### config.mk
export PLATFORM = sky130hd
export DESIGN_NAME = serial_adder_unit
export DESIGN_NICKNAME = d
export VERILOG_FILES = /design/src/rtl/serial_adder_unit.sv
export SDC_FILE = /design/constraint.sdc
export NUM_CORES = 1
export LEC_CHECK = 0
export ABC_AREA = 1
export CAP_MARGIN = 40
export CORE_UTILIZATION = 47
export DETAILED_ROUTE_END_ITERATION = 6
export GPL_TIMING_DRIVEN = 0
export PLACE_DENSITY = 0.74
export SKIP_CTS_REPAIR_TIMING = 1
export SLEW_MARGIN = 5
export SYNTH_ARGS = -nofsm -noshare
export SYNTH_HDL_FRONTEND = slang
export SYNTH_SLANG_ARGS = --single-unit
### constraint.sdc
create_clock -name clk -period 1.3 [get_ports clk]
set_input_delay 0.26 -clock clk [delete_from_list [all_inputs] [get_ports clk]]
set_output_delay 0.26 -clock clk [all_outputs]
set_load 0.01 [all_outputs]
### src/rtl/serial_adder_unit.sv
// serial_adder_unit: digit-serial WIDTH-bit adder/subtractor with an internal
// accumulator. Operands are captured on acceptance, then DIGIT bits are summed
// per clock, LSB first, through a registered carry. The result is held with
// valid/ready backpressure and written back into the accumulator R.
module serial_adder_unit #(
  parameter int WIDTH = 8,
  parameter int DIGIT = 1
) (
  input  logic             clk,
  input  logic             rst_n,
  input  logic             in_valid,
  output logic             in_ready,
  input  logic [WIDTH-1:0] in_a,
  input  logic [WIDTH-1:0] in_b,
  input  logic [1:0]       in_op,
  output logic             out_valid,
  input  logic             out_ready,
  output logic [WIDTH-1:0] out_sum,
  output logic             out_cout,
  output logic             out_ovf,
  output logic             out_zero,
  output logic             busy
);

  localparam int NCYC  = WIDTH / DIGIT;
  localparam int CNT_W = (NCYC > 1) ? $clog2(NCYC) : 1;
  localparam logic [CNT_W-1:0] LAST_CNT = CNT_W'(NCYC - 1);

  typedef enum logic [1:0] {
    S_IDLE = 2'd0,
    S_RUN  = 2'd1,
    S_DONE = 2'd2
  } state_t;

  state_t r_state;
  state_t w_state_nxt;

  logic [WIDTH-1:0] r_x;
  logic [WIDTH-1:0] r_y;
  logic [WIDTH-1:0] r_res;
  logic             r_carry;
  logic [CNT_W-1:0] r_cnt;
  logic [WIDTH-1:0] r_acc;
  logic [WIDTH-1:0] r_sum;
  logic             r_cout;
  logic             r_ovf;
  logic             r_zero;

  logic             w_accept;
  logic             w_last;
  logic [DIGIT:0]   w_dsum;
  logic             w_cin_msb;
  logic [WIDTH-1:0] w_res_shift;
  logic [WIDTH-1:0] w_res_nxt;

  // Handshake decode: only IDLE accepts, only DONE presents a result.
  assign in_ready  = (r_state == S_IDLE);
  assign out_valid = (r_state == S_DONE);
  assign busy      = (r_state != S_IDLE);
  assign w_accept  = (r_state == S_IDLE) && in_valid;
  assign w_last    = (r_state == S_RUN) && (r_cnt == LAST_CNT);

  // One digit of sum: low DIGIT bits of X and Y plus the registered carry.
  assign w_dsum = {1'b0, r_x[DIGIT-1:0]} + {1'b0, r_y[DIGIT-1:0]}
                + {{DIGIT{1'b0}}, r_carry};

  // Carry into the top bit of this digit, recovered from the sum bit and the
  // two operand bits; on the final digit this is the carry into the MSB.
  assign w_cin_msb = w_dsum[DIGIT-1] ^ r_x[DIGIT-1] ^ r_y[DIGIT-1];

  // New digit enters at the top of the result; earlier digits move down.
  assign w_res_shift = r_res >> DIGIT;
  assign w_res_nxt   = w_res_shift | (WIDTH'(w_dsum[DIGIT-1:0]) << (WIDTH - DIGIT));

  assign out_sum  = r_sum;
  assign out_cout = r_cout;
  assign out_ovf  = r_ovf;
  assign out_zero = r_zero;

  // State register.
  always_ff @(posedge clk or negedge rst_n) begin
    if (!rst_n) begin
      r_state <= S_IDLE;
    end else begin
      r_state <= w_state_nxt;
    end
  end

  // Next-state logic: IDLE -> RUN on accept, RUN -> DONE on last digit,
  // DONE -> IDLE when the consumer takes the result.
  always_comb begin
    w_state_nxt = r_state;
    case (r_state)
      S_IDLE: if (in_valid)  w_state_nxt = S_RUN;
      S_RUN:  if (w_last)    w_state_nxt = S_DONE;
      S_DONE: if (out_ready) w_state_nxt = S_IDLE;
      default:               w_state_nxt = S_IDLE;
    endcase
  end

  // Datapath: operand capture on accept, digit-serial shift/add while running,
  // result/flag/accumulator update on the final digit.
  always_ff @(posedge clk or negedge rst_n) begin
    if (!rst_n) begin
      r_x     <= '0;
      r_y     <= '0;
      r_res   <= '0;
      r_carry <= 1'b0;
      r_cnt   <= '0;
      r_acc   <= '0;
      r_sum   <= '0;
      r_cout  <= 1'b0;
      r_ovf   <= 1'b0;
      r_zero  <= 1'b0;
    end else if (w_accept) begin
      r_x     <= in_op[1] ? r_acc : in_a;
      r_y     <= in_op[0] ? ~in_b : in_b;
      r_carry <= in_op[0];
      r_res   <= '0;
      r_cnt   <= '0;
    end else if (r_state == S_RUN) begin
      r_x     <= r_x >> DIGIT;
      r_y     <= r_y >> DIGIT;
      r_carry <= w_dsum[DIGIT];
      r_res   <= w_res_nxt;
      if (w_last) begin
        r_sum  <= w_res_nxt;
        r_cout <= w_dsum[DIGIT];
        r_ovf  <= w_cin_msb ^ w_dsum[DIGIT];
        r_zero <= (w_res_nxt == '0);
        r_acc  <= w_res_nxt;
      end else begin
        r_cnt <= r_cnt + CNT_W'(1);
      end
    end
  end

endmodule

==> run metrics <==
status=finished, violations left; failing checks=negative setup slack; Layout Nets=a little over 300; Total Wirelength=4190 µm; synthesis-to-layout area growth=31.8%; most frequent cells in the layout=nand2_1 (86), dfrtp_1 (39), inv_1 (24); Clock Path Buffers=2; All-Layer GR Usage=0.197; largest net degree at the start of global routing=32; ANT nets after route=0; RSZ-0062 raised after global routing=yes; Final min period=around 1.6 ns; worst slew pin tran=0.267 ns; RR Endpoint=out_ovf; syn_nets=260; CTS H-tree lvls=2; routed vias=about 1700; CP max-delay cell=fa_1; CP Launch Point=r_y[0]; die width=about 67 µm; Layout fillers=~350; P per Cell Area=roughly 2100 nW/µm²; fin crit share=1.21; Max Cap Viol=0; final hold vios=0; commonest non-fill, non-tap cell in the layout=nand2_1; Skew-Pair Late Insertion Delay=approximately 0.29 ns; reg-to-reg slack, setup=-0.27 ns; Post-DP HPWL=2930 µm; Post-Layout Cell Count=between 300 and 400; internal cell power=around 3.3 mW; Comb power frac=0.472; Data arrival, critical path=between 1.5 and 2 ns; routed len/inst=12.5 µm; I/O Pins=36; Yosys reg bits=40; Worst R2R Path Depth=7; dpl cells=320; switching share of power=0.403; Remaining DRCs=0; Die ar.=approximately 4400 µm²; gp weighted congestion=0.749; worst-path maximum fanout=5; Worst Skew=0.00658 ns; layout cell share with drive strength beyond 1=0.172; Avg Synthesized Cell Area=~8.4 µm²; yosys warns=0; Starting Density=0.491; Buffers on Ports=34; first-pass GRT wire length=about 6500 µm; CTS Buf Count=5; critical path class=register to register; Reg power frac=0.376; Crit path top cell by count=nand2_1; Setup crit end kind=register; antenna violations before repair=0; vias in the first global route=~1500; worst path buffer plus inverter count=1; Synth Cell Area=~2000 µm²; Slew headroom=0.822; PnR worst setup slack=-0.267 ns; VDD IR-drop max=1250 µV; Core Box Area=roughly 4000 µm²; pre-CTS setup slack=-0.202 ns; Startpoint Class=register; clock share of power=0.153; Crit. path cell count=7; Worst EP required=around 1.5 ns; clk root buf=clkbuf_8; Final Setup Violations=4; Overflow after GRT=0; Max Slew Vio Count=0; Clock transition at path regs=0.08 ns; Post-Syn Instances=between 200 and 250; Synth cell types=21; total net switching power=2.22 mW; diode count=0; Crit path largest cell delay=roughly 0.54 ns; FP Rows=23; Hold Path Class=input pin to async pin; top achievable clock speed=~640 MHz; sequential fraction of the synthesis area=0.510; initial DRC count=75; r2r startpoint=r_y[0]; LEAKAGE=between 1 and 1.5 nW; Largest delay share family, worst path=adder cells; drt first pass iters=4; crit-path cells=fa_1 -> inv_2 -> nand2_1 -> nand2_1 -> nand2_1 -> nand3_2 -> nand2_1; Die Height=between 60 and 70 µm; DR vias/cell=~5.0; Critical path destination=out_ovf; clk sinks=40; CTS tree=built
[worst min path at each step]
stage                 from       end  slack [ns]  cells past startpoint
floorplan            rst_n  out_cout       -0.04                      0
global placement    r_y[7]    r_y[7]        0.47                      2
detailed placement   rst_n    r_y[2]        0.15                      1
CTS                  rst_n    r_y[2]       -0.17                      1
global route         rst_n    r_y[2]        0.39                      2
finish               rst_n    r_y[2]        0.36                      2
[stage by stage]
step	utilization	TNS, ns	cell area, µm²	power, mW	hold slack, ns
3_5_place_dp	0.596	-3.54	2380	4.44	0.150
4_1_cts	0.619	-3.69	2470	5.30	-0.166
5_1_grt	0.647	-0.878	2590	5.91	0.390
3_3_place_gp	0.592	-44.21	2370	4.37	0.467
2_1_floorplan	-	-0.104	1960	3.61	-0.0356
6_report	0.647	-0.687	2590	5.50	0.363
[cell families after synthesis]
logic type               after synthesis  share of synthesized area
AO/OA/AOI/OAI                         32                      0.107
XOR/XNOR                               8                     0.0357
adder cells (fa/ha/maj)                3                     0.0229
buffers and inverters                 38                     0.0892
flip-flops                            40                      0.510
AND/OR/NAND/NOR                      114                      0.236
[power groups by stage]
stage / combinational (mW) / clock [mW] / sequential (mW)
final: 2.59 / 0.840 / 2.07
after global routing: 2.89 / 0.898 / 2.12
after CTS: 2.38 / 0.849 / 2.07
after detailed placement: 2.35 / 0 / 2.09
after global placement: 2.29 / 0 / 2.08
after floorplan: 1.51 / 0 / 2.09
[metal layers]
metal	up-vias	wire [µm]	track usage
met2	32	2030	0.333
met3	5	140	0.0411
met4	0	36	0.0638
met1	806	1980	0.251
met5	-	0	0
li1	834	-	-
[state kept, by name (all words and copies together), names as in the netlist]
signal and flops:
out_sum 8, r_x 8, r_y 8, r_res 7, r_cnt 3, r_state 2, out_cout 1, out_ovf 1
out_zero 1, r_carry 1
[cell usage after synthesis]
cell type | count | area, µm²
o21ai_0 | 10 | 50.1
nor2_2 | 1 | 6.26
o21ai_2 | 9 | 78.8
ha_1 | 2 | 25.0
fa_1 | 1 | 20.0
nand3_1 | 16 | 80.1
buf_4 | 1 | 7.51
o31ai_1 | 1 | 7.51
buf_2 | 5 | 25.0
o211ai_1 | 2 | 15.0
nor2_1 | 8 | 30.0
o21ai_1 | 3 | 15.0
xor2_1 | 8 | 70.1
o22ai_1 | 7 | 43.8
nand2_2 | 2 | 12.5
dfrtp_1 | 40 | 1000
inv_1 | 26 | 97.6
inv_2 | 3 | 11.3
nand2_1 | 86 | 323
buf_6 | 3 | 33.8
nor2_4 | 1 | 11.3
[final cells by class]
class / instances / area, µm² / area share
plain buffers: 9 / 78.8 / 0.0304
clock buffers: 5 / 68.8 / 0.0266
clock inverters: 3 / 23.8 / 0.00918
inverters: 29 / 109 / 0.0420
multi-input cells: 157 / 813 / 0.314
flip-flops and latches: 40 / 1000 / 0.387
well taps: 50 / 62.6 / 0.0242
repair buffers: 42 / 430 / 0.166
(Power assumes the default switching activity.)
==> RTL edit 1: new RTL, same settings <==
Encoding of `state_t`: now one-hot (3 bits for 3 states).
--- a/src/rtl/serial_adder_unit.sv
+++ b/src/rtl/serial_adder_unit.sv
@@ -26,10 +26,10 @@
   localparam int CNT_W = (NCYC > 1) ? $clog2(NCYC) : 1;
   localparam logic [CNT_W-1:0] LAST_CNT = CNT_W'(NCYC - 1);
 
-  typedef enum logic [1:0] {
-    S_IDLE = 2'd0,
-    S_RUN  = 2'd1,
-    S_DONE = 2'd2
+  typedef enum logic [2:0] {
+    S_IDLE = 3'b001,
+    S_RUN  = 3'b010,
+    S_DONE = 3'b100
   } state_t;
 
   state_t r_state;
Check against the original RTL: same outputs for any inputs over 10 cycles, from zero or initial values and one cycle with rst_n low; not proved beyond that.
==> RTL edit 1 against the original RTL <==
  * The run still ends with setup timing left
  * Count of clock-buffer cells in the layout is 2 higher
  * Combinational power rose by 36%
  * Area after synthesis is 9.6% higher
  * Design area is 32% higher
  * Die area up 9.3%
  * Sequential share of layout area decreased by 8.6 points
  * Power grew 21%
  * First-iteration DRC count grew 93%
  * Setup slack better by 0.041 ns
  * Synthesized cell count grew 10%
  * Routed wire length up 63%
  * Sequential cell count up 1
  * Highest routed layer unchanged
==> RTL edit 1: results (changes against the original RTL) <==
Run status
  • Status: finished with violations
  • Failing checks: setup timing

Cells and area
  • Fill count: 283 (-20%)
  • Nets: 359 (+16%)
  • Share of post-route cells with drive strength above 1: 39.1% (+22 points)

Setup path
  • CP max stage delay: 0.63 ns (+0.09 ns)
  • Crit path DAT: 1.77 ns (+0.02 ns)
  • Worst-path fanout max: 4 (-1)
  • Slowest CP cell: fa_2

Yosys
  • Top post-synthesis cells by count: 93 x nand2_1, 47 x nand3_1, 40 x dfrtp_1
  • Count of cell types in the netlist: 30 (+43%)
  • Synth top area cells: dfrtp_1 46%, nand2_1 16%, nand3_1 11%
  • Sequential-to-total area share from yosys stat: 47.7% (-3.3 points)
  • Mapped Nets: 284 (+9.2%)

Place
  • Hpwl dp: 3460 um (+18%)
  • Final Wtd Congestion: 0.816 (+8.9%)
  • Port Buffers: 33 (-2.9%)

GRT
  • Largest net degree at the start of global routing: 23 (-28%)
  • Number of global-route vias before repair: 1741 (+16%)
  • Gr usage total: 22.3% (+2.5 points)

Timing
  • Final setup violation count: 42 (+38)
  • Final worst slack: -0.226 ns (+0.0411 ns)
  • Worst Clk Skew: 0.00509 ns (-0.00149 ns)

Route
  • Drt wl/cell: 17.6 um (+41%)
  • 1st-iter DRT viols: 145 (+93%)
  • Via count: 2134 (+27%)

Worst hold path
  • Type of the most critical hold path: in2reg

Pwr
  • Max IR drop VDD: 0.761 mV (-39%)
-- RTL edit 1: cell types whose count changed after synthesis, moves of 3 or more --
cell,change
nand3_1,+31
nand4_1,+7
o21ai_0,-3
nand2_1,+7
o22ai_1,-7
inv_1,-9
o21ai_2,-5
-- RTL edit 1: cell families (layout without fill, tap and decap cells) --
| kind of cell | count (synthesis) | count (layout) | share of synthesized area (%) |
|---|---|---|---|
| simple gates | 165 | 166 | 36.3 |
| flops | 41 | 41 | 47.7 |
| buf+inv | 30 | 105 | 7.15 |
| compound gates | 12 | 12 | 3.49 |
| xor+xnor | 8 | 8 | 3.25 |
| fa+ha+maj | 3 | 3 | 2.09 |
-- RTL edit 1: final timing paths --
| kind | startpoint | end | slack, ns | cells after the start |
|---|---|---|---|---|
| worst min register to register | out_zero | out_zero | 0.48 | 2 |
| worst max-delay path | r_y[0] | out_ovf | -0.23 | 7 |
| worst min-delay path | in_op[0] | r_carry | 0.42 | 3 |
| max in group asynchronous | rst_n | r_y[0] | 0.33 | 3 |
| worst max register to register | r_y[0] | out_ovf | -0.23 | 7 |
| min in group asynchronous | rst_n | r_state[2] | 0.47 | 2 |
-- RTL edit 1: worst max-delay path: cells and delay by family, from the launching register on --
kind                       cells  cell delay (ns)
adders and majority gates      1             0.63
buffers and inverters          1             0.08
DFF                            1             0.44
and+or+nand+nor                5             0.32
-- RTL edit 1: stage by stage --
step                utilization, %  TNS, ns  setup slack, ns  std cells  instance area, um2
floorplan                        -   -0.277          -0.0715        259                2150
global placement              58.1   -49.73            -1.08        344                2550
detailed placement            58.6    -6.54           -0.345        345                2570
CTS                           61.3    -6.55           -0.664        353                2690
global route                  78.0    -6.84           -0.309        387                3420
finish                        78.0    -4.71           -0.226        387                3420
-- RTL edit 1: final cells by class --
type	instances	area share [%]
inverter	19	2.52
clock buffer	7	2.52
timing repair buffer	67	22.3
sequential	41	30.1
clock inverter	1	0.878
buffer	11	3.81
tap	52	1.90
multi-input combinational	189	36.0
-- RTL edit 1: layer usage --
metal / share of wire, % / routed length [um] / track usage, %
met1: 41 / 2800 / 31.4
met2: 50 / 3420 / 33.7
met3: 6.4 / 439 / 5.81
met4: 2.4 / 167 / 7.11
met5: 0 / 0 / 0
-- RTL edit 1: where the power goes --
part | switching (W) | leakage [nW] | total, W | internal (W)
registers | 0.000348 | 0.541 | 0.00201 | 0.00166
logic | 0.00187 | 1.31 | 0.00353 | 0.00166
clock network | 0.000469 | 0.0585 | 0.00110 | 0.000627
total | 0.00268 | 1.91 | 0.00664 | 0.00395
==> RTL edit 2: new RTL, same flow settings <==
Made on the original files. Set the parameter `WIDTH` to 16 (it was 8).
--- a/src/rtl/serial_adder_unit.sv
+++ b/src/rtl/serial_adder_unit.sv
@@ -3,7 +3,7 @@
 // per clock, LSB first, through a registered carry. The result is held with
 // valid/ready backpressure and written back into the accumulator R.
 module serial_adder_unit #(
-  parameter int WIDTH = 8,
+  parameter int WIDTH = 16,
   parameter int DIGIT = 1
 ) (
   input  logic             clk,
Interface: changed (resized in_a, in_b and out_sum); port bits go from 36 to 60. No check against the original RTL was run, so the function may have changed too.
==> RTL edit 2 against the original RTL <==
  * The run still ends with setup timing left
  * Design area rose by 91%
  * Core utilization up 3.6 points
  * Power rose by 95%
  * Critical endpoint unchanged
  * Combinational power is 85% higher
  * Area after synthesis is 79% higher
  * Sequential cell count is 33 higher
  * Routed wire length rose by 120%
  * Sequential share of layout area shrank 1.8 points
  * Clock power increased to 2.5 times the old value
  * Worst hold slack got worse by 0.023 ns
  * Via count grew 92%
  * Setup slack worse by 0.0020 ns
==> RTL edit 2: results (changes against the original RTL) <==
Cells and area
  • Share of post-route cells with drive strength above 1: 18.4% (+1.2 points)
  • Nets: 561 (+82%)
  • Area Overhead vs Synth: 41.2%
  • Fill count: 582 (+64%)
  • Ant. Diodes: 0 (unchanged)

Yosys
  • Asr flop ratio synth: 100% (unchanged)
  • Mapped Nets: 474 (+82%)
  • Synth top area cells: dfrtp_1 52%, nand2_1 17%, o21ai_0 4.7%
  • Top FF cell, synth: dfrtp_1
  • Count of cell types in the netlist: 25 (+19%)
  • Sequential-to-total area share from yosys stat: 52.0% (+1.1 points)
  • YS warnings: 0 (unchanged)
  • Top post-synthesis cells by count: 160 x nand2_1, 73 x dfrtp_1, 42 x inv_1

Clock network
  • Max clock buf depth: 2 (unchanged)
  • Clock transition at path regs: 0.08 ns (about the same)
  • CTS Buf Count: 9 (+4)
  • Root Buffer: clkbuf_8
  • Worst-Skew Late Latency: 0.36 ns (+0.07 ns)
  • H-tree depth: 3 (+1)

Worst hold path
  • Type of the most critical hold path: in2async

Route
  • Drt wl/cell: 14.5 um (+16%)
  • 1st-iter DRT viols: 231 (+210%)
  • TritonRoute pass-1 iters: 5 (+1)
  • Avg Vias per Cell: 5.14 (+2.7%)

Setup path
  • Crit path DAT: 1.81 ns (+0.06 ns)
  • CP Launch Point: r_y[0]
  • Critical Path End: out_ovf
  • Worst-path fanout max: 4 (-1)
  • Worst reg-to-reg path cell count: 6 (-1)

Timing
  • Final worst slack: -0.269 ns (-0.00195 ns)
  • Worst Max-Slew Pin Slew: 0.512 ns (+0.245 ns)
  • Final TNS setup: -2.39 ns (-1.71 ns)
  • Worst Clk Skew: 0.0144 ns (+0.00787 ns)
  • Final setup violation count: 28 (+24)

GRT
  • First-pass GRT wire length: 13900 um (+110%)
  • Number of global-route vias before repair: 3033 (+100%)
  • Largest net degree at the start of global routing: 53 (+66%)
  • Initial antenna violation count: 0 (unchanged)
  • Gr usage total: 23.3% (+3.5 points)

Pwr
  • Sequential share of power: 35.4% (-2.2 points)
  • NetSw: 0.00407 W (+84%)
  • Clock share of power: 19.8% (+4.5 points)
  • Clock-net power: 0.00212 W (+150%)
  • Pleak: 2.72 nW (+88%)
  • Max IR drop VDD: 0.947 mV (-24%)

Place
  • Final Wtd Congestion: 0.836 (+12%)
  • Port Buffers: 58 (+71%)
  • DP Worst Slack: -0.475 ns (-0.273 ns)
  • Hpwl dp: 5860 um (+100%)
  • DP Area: 0.00424 mm2 (+78%)

Run status
  • Status: finished with violations
  • Failing checks: setup timing
## RTL edit 2: changes by cell type after synthesis, moves of 7 or more
cell      unedited run  this run
inv_1               26        42
o22ai_1              7        17
nand3_1             16        25
dfrtp_1             40        73
nand2_1             86       160
o21ai_2              9         1
clkbuf_1             0         7
o21ai_1              3        17
xor2_1               8        16
o21ai_0             10        33
## RTL edit 2: area by class of cell
class | count | area, um2 | share of cell area (%)
Buffer | 21 | 189 | 3.81
Clock buffer | 11 | 131 | 2.65
Clock inverter | 5 | 104 | 2.10
Inverter | 46 | 185 | 3.74
Multi-Input combinational cell | 295 | 1550 | 31.2
Sequential cell | 73 | 1830 | 36.9
Tap cell | 99 | 124 | 2.50
Timing Repair Buffer | 75 | 847 | 17.1
## RTL edit 2: worst max-delay path, cell delays in order (launching register included)
cell and delay [ns]:
dfrtp_2 0.45, fa_2 0.64, nand2_2 0.10, nand2_2 0.09, nand2_1 0.05, nand3_1 0.06, nand2_1 0.06
## RTL edit 2: kinds of logic (layout without fill, tap and decap cells)
| logic type | count (synthesis) | count (layout) | share of synthesized area [%] |
|---|---|---|---|
| simple gates | 204 | 205 | 23.5 |
| flops | 73 | 73 | 52.0 |
| compound gates | 71 | 71 | 11.1 |
| buf+inv | 67 | 158 | 8.24 |
| xor+xnor | 17 | 17 | 4.24 |
| fa+ha+maj | 2 | 2 | 0.927 |
## RTL edit 2: layer usage
metal  routed length, um  global-route usage, %  vias up
met5                   0                      0        -
met3                 331                   3.54       15
met2                4540                   38.2       82
li1                    -                      -     1551
met1                4080                   31.3     1564
met4                 138                   9.09        0
## RTL edit 2: through the flow
step	instances	hold WS, ns
CTS	608	-0.199
floorplan	434	-0.0356
global route	625	0.365
finish	625	0.341
detailed placement	592	0.185
global placement	591	0.462
